### src/rtl/booth_pkg.sv
// Shared types and helpers for the iterative radix-4 Booth multiplier.
package booth_pkg;

  typedef enum logic [1:0] {
    IDLE = 2'd0,
    RUN  = 2'd1,
    DONE = 2'd2
  } state_e;

  // Booth triplet {b[2j+1], b[2j], b[2j-1]} codes
  localparam logic [2:0] TRI_ZERO_LO = 3'b000;
  localparam logic [2:0] TRI_POS1_A  = 3'b001;
  localparam logic [2:0] TRI_POS1_B  = 3'b010;
  localparam logic [2:0] TRI_POS2    = 3'b011;
  localparam logic [2:0] TRI_NEG2    = 3'b100;
  localparam logic [2:0] TRI_NEG1_A  = 3'b101;
  localparam logic [2:0] TRI_NEG1_B  = 3'b110;
  localparam logic [2:0] TRI_ZERO_HI = 3'b111;

  typedef struct packed {
    logic neg;
    logic single;
    logic dbl;
  } booth_sel_t;

  function automatic booth_sel_t booth_encode(input logic [2:0] triplet);
    booth_sel_t sel;
    sel = '0;
    unique case (triplet)
      TRI_ZERO_LO, TRI_ZERO_HI: sel = '0;
      TRI_POS1_A, TRI_POS1_B:   sel = '{neg: 1'b0, single: 1'b1, dbl: 1'b0};
      TRI_POS2:                 sel = '{neg: 1'b0, single: 1'b0, dbl: 1'b1};
      TRI_NEG2:                 sel = '{neg: 1'b1, single: 1'b0, dbl: 1'b1};
      TRI_NEG1_A, TRI_NEG1_B:   sel = '{neg: 1'b1, single: 1'b1, dbl: 1'b0};
      default:                  sel = '0;
    endcase
    return sel;
  endfunction

  function automatic int unsigned ndig(input int unsigned width);
    return width / 2 + 1;
  endfunction

  function automatic int unsigned ncyc(input int unsigned width, input int unsigned dpc);
    return ndig(width) / dpc;
  endfunction

endpackage

### src/rtl/booth_digit_pp.sv
// One radix-4 Booth digit: selects +/-A, +/-2A or 0 as a sign-extended
// partial product in ones'-complement form plus the matching +1 bit.
module booth_digit_pp
  import booth_pkg::*;
#(
  parameter int unsigned EW = 12
) (
  input  logic [2:0]      triplet,
  input  logic [EW-1:0]   a,
  output logic [2*EW-1:0] pp_c,
  output logic            comp_c
);

  booth_sel_t      sel;
  logic [EW:0]     mag;

  always_comb begin
    sel    = booth_encode(triplet);
    mag    = '0;
    comp_c = sel.neg & (sel.single | sel.dbl);
    if (sel.dbl)         mag = {a, 1'b0};
    else if (sel.single) mag = {a[EW-1], a};
    // Only nonzero digits are inverted so a zero digit contributes exactly 0
    if (comp_c)          mag = ~mag;
    pp_c = {{(EW-1){mag[EW]}}, mag};
  end

endmodule

### src/rtl/booth_mult_iter.sv
// Iterative radix-4 Booth multiplier retiring DIGITS_PER_CYCLE digits per
// clock, with valid/ready handshakes on the operand and product sides.
module booth_mult_iter
  import booth_pkg::*;
#(
  parameter int unsigned WIDTH            = 11,
  parameter int unsigned DIGITS_PER_CYCLE = 1
) (
  input  logic               clk,
  input  logic               rst_n,
  input  logic               clear,
  input  logic               in_valid,
  output logic               in_ready,
  input  logic [WIDTH-1:0]   in_a,
  input  logic [WIDTH-1:0]   in_b,
  input  logic               in_signed,
  output logic               out_valid,
  input  logic               out_ready,
  output logic [2*WIDTH-1:0] out_prod,
  output logic               busy
);

  localparam int unsigned DPC  = DIGITS_PER_CYCLE;
  localparam int unsigned NDIG = ndig(WIDTH);
  localparam int unsigned EW   = 2 * NDIG;
  localparam int unsigned NCYC = ncyc(WIDTH, DPC);
  localparam int unsigned PW   = 2 * WIDTH;
  localparam int unsigned AW   = 2 * EW;
  localparam int unsigned CW   = (NCYC > 1) ? $clog2(NCYC) : 1;

  if ((DPC == 0) || (NDIG % DPC != 0)) begin : g_bad_dpc
    $error("booth_mult_iter: DIGITS_PER_CYCLE must divide the Booth digit count");
  end

  state_e          state_q, state_d;
  logic [EW-1:0]   a_q, b_q;
  logic            b_prev_q;
  logic [AW-1:0]   acc_q, acc_sum;
  logic [CW-1:0]   cnt_q;
  logic            accept;
  logic [AW-1:0]   pp   [DPC];
  logic            comp [DPC];
  logic [AW-1:0]   term;

  assign in_ready = (state_q == IDLE) | ((state_q == DONE) & out_ready);
  assign out_prod = acc_q[PW-1:0];

  for (genvar g = 0; g < int'(DPC); g++) begin : g_digit
    logic [2:0] triplet;
    if (g == 0) begin : g_low
      assign triplet = {b_q[1:0], b_prev_q};
    end else begin : g_mid
      assign triplet = b_q[2*g+1 -: 3];
    end
    booth_digit_pp #(.EW(EW)) u_pp (
      .triplet (triplet),
      .a       (a_q),
      .pp_c    (pp[g]),
      .comp_c  (comp[g])
    );
  end

  // Sum this cycle's digits into the accumulator at their absolute offsets
  always_comb begin
    acc_sum = acc_q;
    term    = '0;
    for (int j = 0; j < int'(DPC); j++) begin
      term    = pp[j] + AW'(comp[j]);
      acc_sum = acc_sum + (term << (2 * (32'(cnt_q) * DPC + 32'(j))));
    end
  end

  always_comb begin
    state_d = state_q;
    accept  = in_valid & in_ready & ~clear;
    if (clear) begin
      state_d = IDLE;
    end else begin
      unique case (state_q)
        IDLE: if (accept) state_d = RUN;
        RUN:  if (cnt_q == CW'(NCYC - 1)) state_d = DONE;
        DONE: begin
          if (accept)         state_d = RUN;
          else if (out_ready) state_d = IDLE;
        end
        default: state_d = IDLE;
      endcase
    end
  end

  always_ff @(posedge clk or negedge rst_n) begin
    if (!rst_n) begin
      state_q   <= IDLE;
      a_q       <= '0;
      b_q       <= '0;
      b_prev_q  <= 1'b0;
      acc_q     <= '0;
      cnt_q     <= '0;
      out_valid <= 1'b0;
      busy      <= 1'b0;
    end else begin
      state_q   <= state_d;
      out_valid <= (state_d == DONE);
      busy      <= (state_d != IDLE);
      if (clear) begin
        acc_q <= '0;
        cnt_q <= '0;
      end else if (accept) begin
        a_q      <= {{(EW-WIDTH){in_signed & in_a[WIDTH-1]}}, in_a};
        b_q      <= {{(EW-WIDTH){in_signed & in_b[WIDTH-1]}}, in_b};
        b_prev_q <= 1'b0;
        acc_q    <= '0;
        cnt_q    <= '0;
      end else if (state_q == RUN) begin
        acc_q    <= acc_sum;
        b_q      <= EW'($signed(b_q) >>> (2 * DPC));
        b_prev_q <= b_q[2*DPC-1];
        cnt_q    <= cnt_q + CW'(1);
      end
    end
  end

endmodule

### config.mk
export PLATFORM = sky130hd
export DESIGN_NAME = booth_mult_iter
export DESIGN_NICKNAME = d
export VERILOG_FILES = /design/src/rtl/booth_pkg.sv /design/src/rtl/booth_digit_pp.sv /design/src/rtl/booth_mult_iter.sv
export SDC_FILE = /design/constraint.sdc
export NUM_CORES = 1
export LEC_CHECK = 0
export CAP_MARGIN = 20
export CORE_ASPECT_RATIO = 2
export CORE_MARGIN = 2
export CORE_UTILIZATION = 58
export DETAILED_ROUTE_END_ITERATION = 10
export GPL_TIMING_DRIVEN = 1
export PLACE_DENSITY_LB_ADDON = 0.15
export REMOVE_ABC_BUFFERS = 1
export SLEW_MARGIN = 10
export SYNTH_ARGS = -nofsm -noshare
export SYNTH_HDL_FRONTEND = slang
export SYNTH_SLANG_ARGS = --single-unit
### constraint.sdc
create_clock -name clk -period 7.7 [get_ports clk]
set_input_delay 1.54 -clock clk [delete_from_list [all_inputs] [get_ports clk]]
set_output_delay 1.54 -clock clk [all_outputs]
set_load 0.02 [all_outputs]
# [After elaboration in Yosys (flattened, before gate mapping)]
# Memories as Yosys holds them, arrays and structs flattened.
# Cells that the tools add are included.
[word_totals] reg_bits=56 mem_bits_ro=24 inputBits=28 output_inout_bits=25 wordCells=53 memories=1
[memory_table] memory="(no name shown)" depth=8 word_bits=3 rd=1 rd_clocked_by_memory_dff=0 wr=0 line="booth_pkg.sv:29" rtl="unique case (triplet)"
[classes] addsub=3 n_eq_ne=4 shift=1 n_mux=19 n_bitwise=10 reduce_logical=6
[ops] op="24-bit 2-to-1 mux" n=3
[ops] op="13-bit 2-to-1 mux" n=3
[ops] op="24-bit adder" n=1
[ops] op="24-bit by 4-bit << shifter with 24-bit output" n=1
[ops] op="13-bit by 2-bit adder with 14-bit output" n=1
[ops] op="13-bit inverter" n=1
[ops] op="12-bit 2-to-1 mux" n=1
[ops] op="11-bit 2-to-1 mux" n=1
[ops] op="2-bit 2-to-1 mux" n=5
[ops] op="3-bit 2-to-1 mux" n=3
[ops] op="1-bit AND" n=6
[ops] op="2-bit case mux with 3 select lines" n=1
[ops] op="2-bit equality test (second input constant)" n=2
[ops] op="2-bit AND reduction" n=2
[ops] op="2-bit nonzero test" n=2
[ops] op="3-bit by 1-bit adder with 3-bit output (second input constant)" n=1
[ops] op="3-bit equality test (second input constant)" n=1
[ops] op="3-bit nonzero test" n=1
[ops] op="2-bit by 1-bit equality test with 1-bit output (second input constant)" n=1
[ops] op="2-bit logical NOT" n=1
[ops] op="1-bit 2-to-1 mux" n=2
[ops] op="1-bit OR" n=2
[ops] op="1-bit inverter" n=1

# [Logic depth before layout (Yosys ltp)]
# Gate-level depths: netlist (run 1).
# An unclocked memory read counts as a cell.
[depth] depth_word=11 depth_mapped=28 depth_no_buf=26

# [Modules after synthesis]
# A second synthesis (run 1) with hierarchy kept.
[hier_totals] cells_unflattened=639 area_unflattened_um2=5211.2
[modules_own_cells] mod="booth_mult_iter" instances=1 cells_per_inst=518 area_per_inst_um2=4396.7
[modules_own_cells] mod="booth_digit_pp" instances=1 cells_per_inst=121 area_per_inst_um2=814.5

# [Least setup slack after synthesis (run 1)]
# No wires, ideal clock.
[synth_timing] kind="register -> register" from="register b_q[0]" to="register acc_q[21]" setup_time_ns=0.124 t_arrival_ns=5.356 setup_slack_ns=2.220 stages_incl_launch_ff=29 n_path_buf=2 period_less_slack_ns=5.480 path_cell_list="dfrtp_1 -> inv_1 -> ha_1 -> buf_2 -> buf_2 -> mux2_2 -> inv_1 -> nand3_1 -> ha_1 -> ha_1 -> inv_1 -> a31oi_1 -> nand4_1 -> nor3_1 -> mux2i_1 -> o21ai_0 -> nand2_1 -> o21ai_0 -> mux2i_1 -> ha_1 -> a21o_1 -> a21oi_1 -> nor2b_1 -> a2111o_1 -> a31oi_1 -> o21ai_0 -> or3_1 -> and3_1 -> a211o_1"
[synth_between] elab_chain_len=11
[synth_lines] item="start: declaration" line="booth_mult_iter.sv:36" rtl="logic [EW-1:0] a_q, b_q;"
[synth_lines] item="start signal: assignment" line="booth_mult_iter.sv:110" rtl="b_q <= {{(EW-WIDTH){in_signed & in_b[WIDTH-1]}}, in_b};"
[synth_lines] item="start signal: assignment" line="booth_mult_iter.sv:116" rtl="b_q <= EW'($signed(b_q) >>> (2 * DPC));"
[synth_lines] item="memory 8 x 3 bit (*)"
[synth_lines] item="13-bit 2-to-1 mux" line="booth_digit_pp.sv:22" rtl="else if (sel.single) mag = {a[EW-1], a};"
[synth_lines] item="13-bit 2-to-1 mux" line="booth_digit_pp.sv:21" rtl="if (sel.dbl) mag = {a, 1'b0};"
[synth_lines] item="13-bit inverter" line="booth_digit_pp.sv:24" rtl="if (comp_c) mag = ~mag;"
[synth_lines] item="13-bit 2-to-1 mux" line="booth_digit_pp.sv:24"
[synth_lines] item="13-bit by 2-bit adder with 14-bit output (*)" line="booth_mult_iter.sv:68" rtl="term = pp[j] + AW'(comp[j]);"
[synth_lines] item="24-bit by 4-bit << shifter with 24-bit output (*)" line="booth_mult_iter.sv:69" rtl="acc_sum = acc_sum + (term << (2 * (32'(cnt_q) * DPC + 32'(j))));"
[synth_lines] item="24-bit adder (*)" line="booth_mult_iter.sv:69"
[synth_lines] item="24-bit 2-to-1 mux (*)" line="booth_mult_iter.sv:114" rtl="end else if (state_q == RUN) begin"
[synth_lines] item="24-bit 2-to-1 mux (*)" line="booth_mult_iter.sv:108" rtl="end else if (accept) begin"
[synth_lines] item="24-bit 2-to-1 mux (*)" line="booth_mult_iter.sv:105" rtl="if (clear) begin"
[synth_lines] item="end signal: assignment" line="booth_mult_iter.sv:115" rtl="acc_q <= acc_sum;"
[synth_lines] item="end: declaration" line="booth_mult_iter.sv:38" rtl="logic [AW-1:0] acc_q, acc_sum;"
# Every way passes the cells marked *; elsewhere a longest branch is shown, timed or not. The select of a mux whose other input is x is not followed.
# A chain may end at the register's enable or synchronous reset.

# [Worst setup path in the final report (run 1)]
[layout_timing] from="register b_prev_q" to="register acc_q[21]"
[layout_between] elab_chain_len=11
[layout_lines] item="start: declaration" line="booth_mult_iter.sv:37" rtl="logic b_prev_q;"
[layout_lines] item="start signal: assignment" line="booth_mult_iter.sv:117" rtl="b_prev_q <= b_q[2*DPC-1];"
[layout_lines] item="memory 8 x 3 bit (*)"
[layout_lines] item="13-bit 2-to-1 mux" line="booth_digit_pp.sv:22"
[layout_lines] item="13-bit 2-to-1 mux" line="booth_digit_pp.sv:21"
[layout_lines] item="13-bit inverter" line="booth_digit_pp.sv:24"
[layout_lines] item="13-bit 2-to-1 mux" line="booth_digit_pp.sv:24"
[layout_lines] item="13-bit by 2-bit adder with 14-bit output (*)" line="booth_mult_iter.sv:68"
[layout_lines] item="24-bit by 4-bit << shifter with 24-bit output (*)" line="booth_mult_iter.sv:69"
[layout_lines] item="24-bit adder (*)" line="booth_mult_iter.sv:69"
[layout_lines] item="24-bit 2-to-1 mux (*)" line="booth_mult_iter.sv:114"
[layout_lines] item="24-bit 2-to-1 mux (*)" line="booth_mult_iter.sv:108"
[layout_lines] item="24-bit 2-to-1 mux (*)" line="booth_mult_iter.sv:105"
# Marked as above.

==> metrics list, run 1 <==
- During synthesis, Yosys emitted a total of 0 warnings.
- For this run, design rule violations remaining after detail routing come to 0.
* Endpoints failing hold: 0
- Placement row count: 46
- The first global-routing pass estimated about 20000 µm of wire.
* I/O pin count: 53
- Post-synth top area share: 29.0%
- The synthesized design spends more area on one cell type than any other, namely dfrtp_1.
- Reg2Reg Setup Slack: about 1.2 ns
- The critical path in this run is classified as reg -> reg.
- Kind of capture point of the worst setup path: flop
* Final setup violating endpoints: 0
- Clock tree synthesis inserted a total of 5 buffers.
* GRT Overall Usage: slightly below 30%
* Pin count of the biggest net entering global routing: between 50 and 60
* Share of synthesized registers carrying an async set or reset: between 90% and 100%
- Routed vias: approximately 4.2k
- The worst register-to-register path ends at acc_q[21]$_DFFE_PN0P_.
- Count of cells along the worst hold path: 1
- Synthesis produced a netlist whose cell count is 551.
- Initial antenna violation count: 0
- The flow ran to the end, and the final reports show no timing, DRC or antenna violations.
- Total negative setup slack: 0 ns
- Average via count per standard cell: 6.20
* Unrepaired setup endpoints after global routing: no
* Via count of the first global-routing pass: roughly 4.3k
- Cell variety after synth: 67
- Number of violations reported at the end of detailed-routing iteration 0: about 170
- Post-CTS Hold Buffers: 0
* Leakage power of the design: ~0.0024 µW
- After detailed routing, the average wire length per cell comes to 17.1 µm.
- Critical register-to-register path startpoint: b_prev_q$_DFFE_PN0P_
- Setup bufs post-CTS: 0
* Most instantiated cells after synthesis: nand2_1, dfrtp_1, o21ai_0
- Synth area leaders: dfrtp_1, ha_1, o21ai_0
- In this run, synthesis inferred 0 flip-flops with an integrated enable.
* Proportion of layout cells with a drive suffix above 1: between 7 and 8%
- HPWL after DPL: around 9000 µm
* Initial DRT Pass Iterations: 4
- For this run, the post-layout net count is 644.
* Area Growth Syn to Fin: 14.9%
- Count of inserted antenna diode cells: 0
* Total power per unit cell area: between 200 and 300 mW/mm²
* Die boundary width: ~67 µm
- Summing all multi-input logic gate instances after layout gives around 0.0031 mm².
* Die area: between 0.008 and 0.009 mm²
- In this run the worst hold path is classified as reg -> reg.
- Mean post-synth cell area: between 8 and 9 µm²
- Based on the critical path, the design can be clocked at up to approximately 150 MHz.
- Worst max-slew margin expressed relative to the limit: approximately 32%
- For this configuration, the core starts out at a cell density of roughly three fifths.
- Synthesized cell area: 0.00466 mm²
* Worst Hold Launch: b_q[4]$_DFFE_PN0P_
- During placement, the flow inserted port buffers numbering 52.
- The worst path uses 85.0% of the clock period.
- Synthesis inferred 54 register bits.
* Flip-flop and latch area: around 0.0014 mm²
- Final hold analysis gives a worst-case slack of between 0.5 and 0.6 ns.
- Cell chosen for the clock root: clkbuf_16
* Filler instances: 664
* Maximum net fanout on the critical path: 28
- The H-tree was split into 2 levels.
- STA puts the critical path data required time at 7.89 ns.
* Count of max-cap constraint violations: 0
- Die height: approximately 130 µm
- The total overflow left after global routing is 0.
- Clock Latency Late Sink: around 0.3 ns
- TritonCTS built the clock tree.
* Max-slew violation count: 0
- The count of nets left with antenna violations once routing finished came out at 0.
- Number of standard cells in the final layout excluding fillers: between 600 and 700
- Count leader, synth: nand2_1
- RePlAce Congestion: 0.926
* DRT Wirelength: between 10000 and 15000 µm
- In this run, placement finished with an instance count of about 670.
- In the synthesized netlist the dominant register cell turns out to be dfrtp_1.
- Peak supply drop: 0.000218 V
- Core area: 0.00789 mm²
* Sort of element at the start of the critical path: flop
- Cells on worst reg2reg path: 23
- PostCTS Resize Cnt: 0
- Area of all placed cells without fillers: between 0.005 and 0.006 mm²
* Total placed instance area: slightly above 0.005 mm²
* Data arrival time of the critical path: between 6 and 7 ns
* Maximum number of buffers from clock root to sink: 2
* Final core utilization: 67.9%
* Crit path time final: approximately 6.5 ns
* CTS clk-pin slew, worst paths: 0.07 ns
* Actual slew at the worst max-slew pin: between 1 and 1.5 ns
- CTS saw between 50 and 60 sinks.
* Max Clock Skew: between 0.006 and 0.007 ns
- For hold timing, the worst endpoint is b_q[4]$_DFFE_PN0P_.
- After synthesis, flip-flops and latches occupy around 29% of the total area.
## critical path: stages, from the launching register on
cell,delay [ns]
dfrtp_1,0.40
ha_1,0.19
buf_4,0.22
nor2b_1,0.71
a221o_2,0.36
ha_1,0.18
inv_1,0.04
a31oi_1,0.31
nand4_1,0.29
nor3_1,0.57
a211oi_1,0.16
a31oi_1,0.23
nand3_1,0.15
a22oi_1,0.27
ha_1,0.33
and2_1,0.19
nand3_1,0.09
nor2_1,0.04
a2111o_1,0.45
a31oi_1,0.25
o21ai_0,0.15
or3_1,0.40
and3_1,0.18
a211o_1,0.26
## power breakdown
group	internal, µW	switching [µW]
Sequential	333	59.6
Clock	131	108
Combinational	405	541
Total	869	709
## worst max path at each step
| stage | slack [ns] | cells past startpoint | to | startpoint |
|---|---|---|---|---|
| 2_1_floorplan | 2.03 | 23 | acc_q[21]$_DFFE_PN0P_ | b_q[0]$_DFFE_PN0P_ |
| 3_3_place_gp | 1.48 | 24 | acc_q[21]$_DFFE_PN0P_ | b_prev_q$_DFFE_PN0P_ |
| 3_5_place_dp | 1.23 | 24 | acc_q[21]$_DFFE_PN0P_ | b_prev_q$_DFFE_PN0P_ |
| 4_1_cts | 1.17 | 24 | acc_q[21]$_DFFE_PN0P_ | b_prev_q$_DFFE_PN0P_ |
| 5_1_grt | 0.52 | 24 | acc_q[21]$_DFFE_PN0P_ | b_q[0]$_DFFE_PN0P_ |
| 6_report | 1.16 | 23 | acc_q[21]$_DFFE_PN0P_ | b_prev_q$_DFFE_PN0P_ |
## metal layers
| metal | global-route usage [%] | routed length [µm] | up-vias |
|---|---|---|---|
| met5 | 0 | 0 | - |
| met3 | 3.25 | 315 | 44 |
| li1 | - | - | 2086 |
| met2 | 52.9 | 6380 | 107 |
| met4 | 18.8 | 750 | 0 |
| met1 | 29.8 | 4240 | 1993 |
## metrics by stage
stage	total power (µW)	setup WS, ns
6_report	1580	1.16
3_5_place_dp	1330	1.23
4_1_cts	1580	1.17
3_3_place_gp	1310	1.48
5_1_grt	1700	0.522
2_1_floorplan	1070	2.03
## sequential cells by signal (all words and copies together), names as in the netlist
register and cells:
a_q 12, b_prev_q 1, b_q 12, cnt_q 3, out_valid 1, busy 1
acc_q 22, state_q 2
## logic make-up after synthesis
kind of cell,Yosys count,synth area share [%]
adders and majority gates,31,8.49
AOI/OAI and AO/OA,188,27.6
DFF,54,29.0
buffers and inverters,49,4.54
muxes,26,5.91
xor gates and xnor gates,25,4.70
and+or+nand+nor,178,19.7
## placed cells by master, fill, tap and decap left out, types with 5 or more instances in the layout
master	instances
nand3_1	9
nor3_1	8
nand2b_1	10
a211oi_1	8
o22a_1	16
o21ai_0	50
a221o_1	7
a31oi_1	11
buf_4	6
ha_1	30
a21o_1	17
dfrtp_1	54
o21a_1	11
nor3b_1	10
inv_1	18
mux2i_1	14
xor2_1	12
a21oi_1	32
clkbuf_16	5
mux2_2	12
nor2_1	40
clkdlybuf4s50_1	51
nand2_1	58
xnor2_1	13
nor2b_1	12
## cell type report
| cell class | instances | area share [%] |
|---|---|---|
| Clock buffer | 6 | 2.60 |
| Clock inverter | 2 | 0.327 |
| Multi-Input combinational cell | 448 | 57.8 |
| Timing Repair Buffer | 58 | 10.5 |
| Inverter | 18 | 1.26 |
| Sequential cell | 54 | 25.3 |
| Tap cell | 96 | 2.25 |
Note: power is estimated with default switching activity, not from simulation.
==> inputs of run 2 (changes only) <==
--- a/config.mk
+++ b/config.mk
@@ -8,7 +8,7 @@
 export CAP_MARGIN = 20
 export CORE_ASPECT_RATIO = 2
 export CORE_MARGIN = 2
-export CORE_UTILIZATION = 58
+export CORE_UTILIZATION = 52
 export DETAILED_ROUTE_END_ITERATION = 10
 export GPL_TIMING_DRIVEN = 1
 export PLACE_DENSITY_LB_ADDON = 0.15
==> constraint.sdc (replaced) <==
create_clock -name clk -period 5.4 [get_ports clk]
set_input_delay 1.08 -clock clk [delete_from_list [all_inputs] [get_ports clk]]
set_output_delay 1.08 -clock clk [all_outputs]
set_load 0.02 [all_outputs]
==> run 2 against run 1 <==
Clock skew rose by 0.0080 ns. Combinational power rose by 73%. Sequential power rose by 41%. First-iteration DRC count rose by 7.9%. Critical path type unchanged. Critical endpoint unchanged. Highest routed layer unchanged.
==> metrics list, run 2 (synthesized netlist as in run 1, its figures left out) <==
- Measured on the finished design, the core utilization comes to about two thirds.
* Critical path data required time: approximately 5.6 ns
- The largest registers in the layout are acc_q (22), a_q (12), b_q (12).
* Average via count per standard cell: 6.12
- Clock Latency Late Sink: around 0.31 ns
* Clock tree from TritonCTS: built
* Final critical-path share of the clock period: 99.8%
* WS Path Type: reg -> reg
- Worst max-slew margin expressed relative to the limit: between 50% and 60%
* Initial antenna violation count: 0
* Area Growth Syn to Fin: 26.2%
- After the last flow step, the layout net total stands at between 600 and 700.
* Maximum net fanout on the critical path: 4
- Via count of the first global-routing pass: approximately 4.6k
* Total clock buffers created by CTS: 5
* HPWL after DPL: a little under 10000 µm
* Crit path time final: ~5.4 ns
- For the final database, setup skew stands at approximately 0.014 ns.
- CTS clk-pin slew, worst paths: roughly 0.08 ns
- The routed design has ~13000 µm of wire.
- The library cell used most frequently in the layout, excluding fill and tap cells, is nand2_1.
- The tightest min-delay check is of the reg -> reg type.
- For this configuration, the core starts out at a cell density of between 50% and 60%.
* CTS H-Tree Depth: 2
* Sort of element at the start of the critical path: flop
- Total placed cells including tap cells: between 700 and 800
- Count of inserted antenna diode cells: 0
* Wire length per cell after detailed routing: between 15 and 20 µm
- Number of standard cells in the final layout excluding fillers: 737
- Detailed routing inserted a total of 4512 vias.
- No sink is reached through more buffers than the 2 on the longest clock path.
- Worst hold slack: roughly 0.51 ns
- Die area: slightly below 0.01 mm²
- The worst setup path is captured at a flop.
- The first global-routing pass estimated about 22000 µm of wire.
- Total clock sinks: 54
- Data arrives at the worst endpoint at approximately 5.6 ns.
* RePlAce Congestion: approximately 1.0
* Endpoints failing hold: 0
- The pre-antenna-repair detailed-routing pass consisted of 4 iterations.
* Core area: between 0.008 and 0.009 mm²
* Actual slew at the worst max-slew pin: between 0.6 and 0.7 ns
- Placement row count: 48
- The die is 138 µm tall.
- Ranked by flip-flop count, first place goes to acc_q.
- Commonest cells after routing, fill and taps aside: nand2_1, buf_4, dfrtp_1
- During placement, the flow inserted port buffers numbering 52.
- Power spread over the standard cell area amounts to approximately 430 mW/mm².
* Pin count of the biggest net entering global routing: 55
- Highest clock rate: ~190 MHz
- Setup repair after global routing could not meet its margin everywhere.
- The worst-case IR drop observed on VDD is 0.000212 V.
* Proportion of layout cells with a drive suffix above 1: a little under a fifth
* Die boundary width: 70.9 µm
* Final antenna-violating net count: 0
* Leakage power of the design: roughly 0.0026 µW
- Global routing used 27.5% of the available tracks across all layers.
- Summed over all layers, the global routing overflow is 0.
- Count of max-cap constraint violations: 0
* Max FFs per register: 22
- Final setup violating endpoints: 0
* Max-slew violation count: 0
- The detailed router finished its first iteration with between 150 and 200 violations.
- The flow ran to the end, and the final reports show no timing, DRC or antenna violations.
- In this run the clock root is driven by a clkbuf_16.
- 53 I/O pins were placed.
- DRC violations left: 0
==> run 2: worst max-delay path, stage by stage (launching register included) <==
cell and delay, ns:
dfrtp_1 0.43, inv_2 0.07, ha_4 0.17, buf_6 0.11, or2b_1 0.23, mux2i_1 0.12, a221o_2 0.20, ha_4 0.14
inv_2 0.03, a31oi_2 0.15, nand4_1 0.20, buf_4 0.21, buf_6 0.11, xnor2_2 0.16, o21ai_2 0.08, a21oi_2 0.17
mux2i_2 0.11, o22ai_1 0.20, ha_1 0.27, a21o_1 0.23, nor3_2 0.21, a21oi_2 0.10, a2111o_1 0.49, a31oi_4 0.23
o21ai_2 0.07, or3_1 0.37, and3_1 0.20, a211o_1 0.23
==> run 2: path summary, 6_finish.rpt <==
check / start / endpoint / slack [ns] / depth (start not counted)
setup / recovery: b_prev_q$_DFFE_PN0P_ / acc_q[21]$_DFFE_PN0P_ / 0.01 / 27
min in group asynchronous: rst_n / acc_q[3]$_DFFE_PN0P_ / 0.91 / 2
hold reg to reg: b_q[6]$_DFFE_PN0P_ / b_q[6]$_DFFE_PN0P_ / 0.51 / 1
max in group asynchronous: rst_n / a_q[6]$_DFFE_PN0P_ / 4.02 / 2
setup reg to reg: b_prev_q$_DFFE_PN0P_ / acc_q[21]$_DFFE_PN0P_ / 0.01 / 27
hold / removal: b_q[6]$_DFFE_PN0P_ / b_q[6]$_DFFE_PN0P_ / 0.51 / 1
==> run 2: metrics by stage <==
| stage | total power, µW | setup TNS, ns | instance area (µm²) | setup slack (ns) |
|---|---|---|---|---|
| floorplan | 1530 | -0.272 | 4510 | -0.272 |
| global placement | 2020 | 0 | 5510 | 0.0306 |
| detailed placement | 2060 | -0.120 | 5510 | -0.120 |
| CTS | 2420 | 0 | 5710 | 0.00851 |
| global route | 2710 | -0.294 | 5880 | -0.294 |
| finish | 2520 | 0 | 5880 | 0.0101 |
==> run 2: report_power, final <==
group / leakage (µW) / internal, µW / switching, µW / total (µW)
Sequential: 0.000689 / 475 / 78.6 / 554
Clock: 0.0000619 / 170 / 160 / 330
Combinational: 0.00190 / 767 / 872 / 1640
==> run 2: cell type report <==
| type | count | area (µm²) |
|---|---|---|
| clock buffer | 5 | 125 |
| tap | 100 | 125 |
| timing repair buffer | 110 | 966 |
| multi-input combinational | 448 | 3230 |
| sequential | 54 | 1350 |
| clock inverter | 2 | 15.0 |
| inverter | 18 | 67.6 |
| fill | 779 | 2770 |
==> run 2: timing repair <==
action,in CTS,in global routing
pin swaps,4,18
resized for setup,9,26
hold buffers,0,0
hold endpoints to repair,0,0
buffers inserted,4,6
setup endpoints to repair,1,2
==> run 2: routing by layer <==
| layer | global-route usage [%] | vias up | part of all wire (%) |
|---|---|---|---|
| met5 | 0 | - | 0 |
| met1 | 26.5 | 2176 | 36 |
| met2 | 53.0 | 101 | 56 |
| li1 | - | 2185 | - |
| met3 | 3.29 | 50 | 2.6 |
| met4 | 18.4 | 0 | 5.9 |
==> inputs of run 3 (changes only) <==
--- a/config.mk
+++ b/config.mk
@@ -5,7 +5,6 @@
 export SDC_FILE = /design/constraint.sdc
 export NUM_CORES = 1
 export LEC_CHECK = 0
-export CAP_MARGIN = 20
 export CORE_ASPECT_RATIO = 2
 export CORE_MARGIN = 2
 export CORE_UTILIZATION = 52
==> run 3 against run 2 <==
Clock-buffer cell count stayed put. Sequential cell count stayed put. Via count is 0.78% lower. Setup slack better by 0.011 ns. Non-clock buffer count is 1 lower. Sequential share of layout area is 0.059 points higher. Fmax is 0.20% higher. Clock power hardly changed. Combinational power hardly changed. Critical path type unchanged. Largest cell class unchanged.
==> metrics list, run 3 (synthesized netlist as in run 1, its figures left out) <==
- Status: finished, final reports clean
- Including well taps, the total number of placed cells is about 720.
* Final antenna-violating net count: 0
- For this design the top-level I/O count stands at 53.
- Detailed routing inserted a total of roughly 4.5k vias.
- DRT Wirelength: roughly 13000 µm
* Kind of capture point of the worst setup path: flop
- GRT Overall Usage: ~28%
- Clock tree synthesis selected as its root buffer the cell clkbuf_16.
* HPWL after DPL: roughly 10000 µm
- Final setup violating endpoints: 0
- In the final layout, the registers with the most flip-flops are acc_q (22), a_q (12), b_q (12).
- The congestion estimate from routability-driven global placement came to 1.05.
- Total power per unit cell area: 431 mW/mm²
- The path class of the tightest hold or removal check is reg -> reg.
* Initial antenna violation count: 0
- The total overflow left after global routing is 0.
- At the pin with the least slew margin, the transition time is 1.17 ns.
- Peak supply drop: approximately 0.00021 V
- Leading cell type in the layout, fill and taps excluded: nand2_1
* Slowest cell delay on critical path: 0.49 ns
* DRC violations left: 0
- The total area inside the core boundary comes to 0.00865 mm².
- Average via count per standard cell: a little over 6
* Layout Nets: slightly below 700
* Count of inserted antenna diode cells: 0
* Maximum net fanout on the critical path: 4
* Worst max-slew margin expressed relative to the limit: 22.0%
- Measured along the x axis, the die boundary spans approximately 70 µm.
* CTS clk-pin slew, worst paths: 0.08 ns
* CTS H-Tree Depth: 2
* Clock tree from TritonCTS: built
* Maximum number of buffers from clock root to sink: 2
* Leakage power of the design: approximately 0.0026 µW
* Initial DRT Pass Iterations: 4
- The via count of the first global-routing pass was between 4k and 5k.
* Filler instances: between 700 and 800
- Registers take 0.00135 mm².
- Based on the critical path, the design can be clocked at up to between 150 and 200 MHz.
- In the finished design, the share of the clock period the worst path needs comes to between 90% and 100%.
- Commonest cells after routing, fill and taps aside: nand2_1, buf_4, dfrtp_1
* CP max-delay cell: a2111o_1
* Data arrival time of the critical path: between 5 and 6 ns
- Total clock sinks: 54
* Wire length of the first global-routing pass: 21500 µm
* Number of buffers inserted by port buffering: 52
- Summing all placed instances gives a cell area of 0.00551 mm².
- Die area: ~0.0098 mm²
- Initial standard-cell utilization of the core: between 50% and 60%
* Placement row count: 48
- Count of max-cap constraint violations: 0
- Crit path time final: 5.38 ns
* Number of violations reported at the end of detailed-routing iteration 0: about 170
- WS Path Type: reg -> reg
* Max Clock Skew: around 0.017 ns
- Worst path buffer plus inverter count: 5
- Once layout is done, the placed cells without fillers occupy 0.00586 mm².
- Clock latency on the worst-skew pair, taken at its later pin, is between 0.3 and 0.4 ns.
- After detailed routing, the average wire length per cell comes to 17.8 µm.
- In this run the vertical extent of the chip is 138 µm.
- Number of standard cells in the final layout excluding fillers: around 740
- Endpoints failing hold: 0
* Critical path data required time: around 5.6 ns
- Cells with a size suffix above 1 make up 18.1% of the layout.
- STA classifies the critical path startpoint as a flop.
- Unrepaired setup endpoints after global routing: yes
* Max FFs per register: 22
* Family of cells with the greatest summed delay on the critical path: compound AO/OA/AOI/OAI gates
- Counting flops per register, the top entry is acc_q.
- Counting the buffers created by CTS gives 5.
- In the final layout, the multi-input gates occupy 0.00323 mm².
- Pin count of the biggest net entering global routing: between 50 and 60
- The area growth from synthesis to layout is 25.8%.
- Max-slew violation count: 0
==> run 3: changes by cell type in the layout (fill, tap and decap cells not counted), sizes merged <==
cell and delta:
buf -1
==> run 3: worst paths after layout <==
path | to | from | slack [ns] | cells after the start
hold reg to reg | b_q[6]$_DFFE_PN0P_ | b_q[6]$_DFFE_PN0P_ | 0.51 | 1
setup reg to reg | acc_q[21]$_DFFE_PN0P_ | b_prev_q$_DFFE_PN0P_ | 0.02 | 27
min in group asynchronous | acc_q[3]$_DFFE_PN0P_ | rst_n | 0.91 | 2
max in group asynchronous | a_q[6]$_DFFE_PN0P_ | rst_n | 4.02 | 2
setup / recovery | acc_q[21]$_DFFE_PN0P_ | b_prev_q$_DFFE_PN0P_ | 0.02 | 27
hold / removal | b_q[6]$_DFFE_PN0P_ | b_q[6]$_DFFE_PN0P_ | 0.51 | 1
==> run 3: layer usage <==
metal	vias up	track usage (%)	share of wire [%]
met5	-	0	0
met3	51	3.29	2.3
met4	0	18.4	5.9
met2	87	53.0	56
li1	2188	-	-
met1	2151	26.5	36
==> run 3: per-stage QoR <==
stage	hold WS [ns]	setup TNS, ns	utilization [%]	worst slack, ns	total power (µW)
detailed placement	0.498	-0.120	63.7	-0.120	2060
floorplan	0.482	-0.272	-	-0.272	1530
global route	0.548	-0.269	67.8	-0.269	2710
CTS	0.514	0	66.0	0.00851	2420
finish	0.509	0	67.8	0.0208	2520
global placement	0.491	0	63.7	0.0306	2020
==> run 3: layout make-up <==
class	count	share of cell area, %
Clock buffer	5	2.13
Clock inverter	2	0.256
Inverter	18	1.15
Multi-Input combinational cell	448	55.0
Sequential cell	54	23.1
Tap cell	100	2.13
Timing Repair Buffer	109	16.2
==> run 3: where the power goes <==
part	internal, µW	switching, µW
Combinational	766	873
Clock	170	160
Sequential	475	78.9
Total	1410	1110
==> run 3: what timing repair did <==
| action | in CTS | in global routing |
|---|---|---|
| endpoints found under the hold margin | 0 | 0 |
| hold buffers | 0 | 0 |
| pin swaps | 4 | 17 |
| gates resized for setup | 9 | 26 |
| setup buffers | 4 | 6 |
| endpoints found under the setup margin | 1 | 4 |
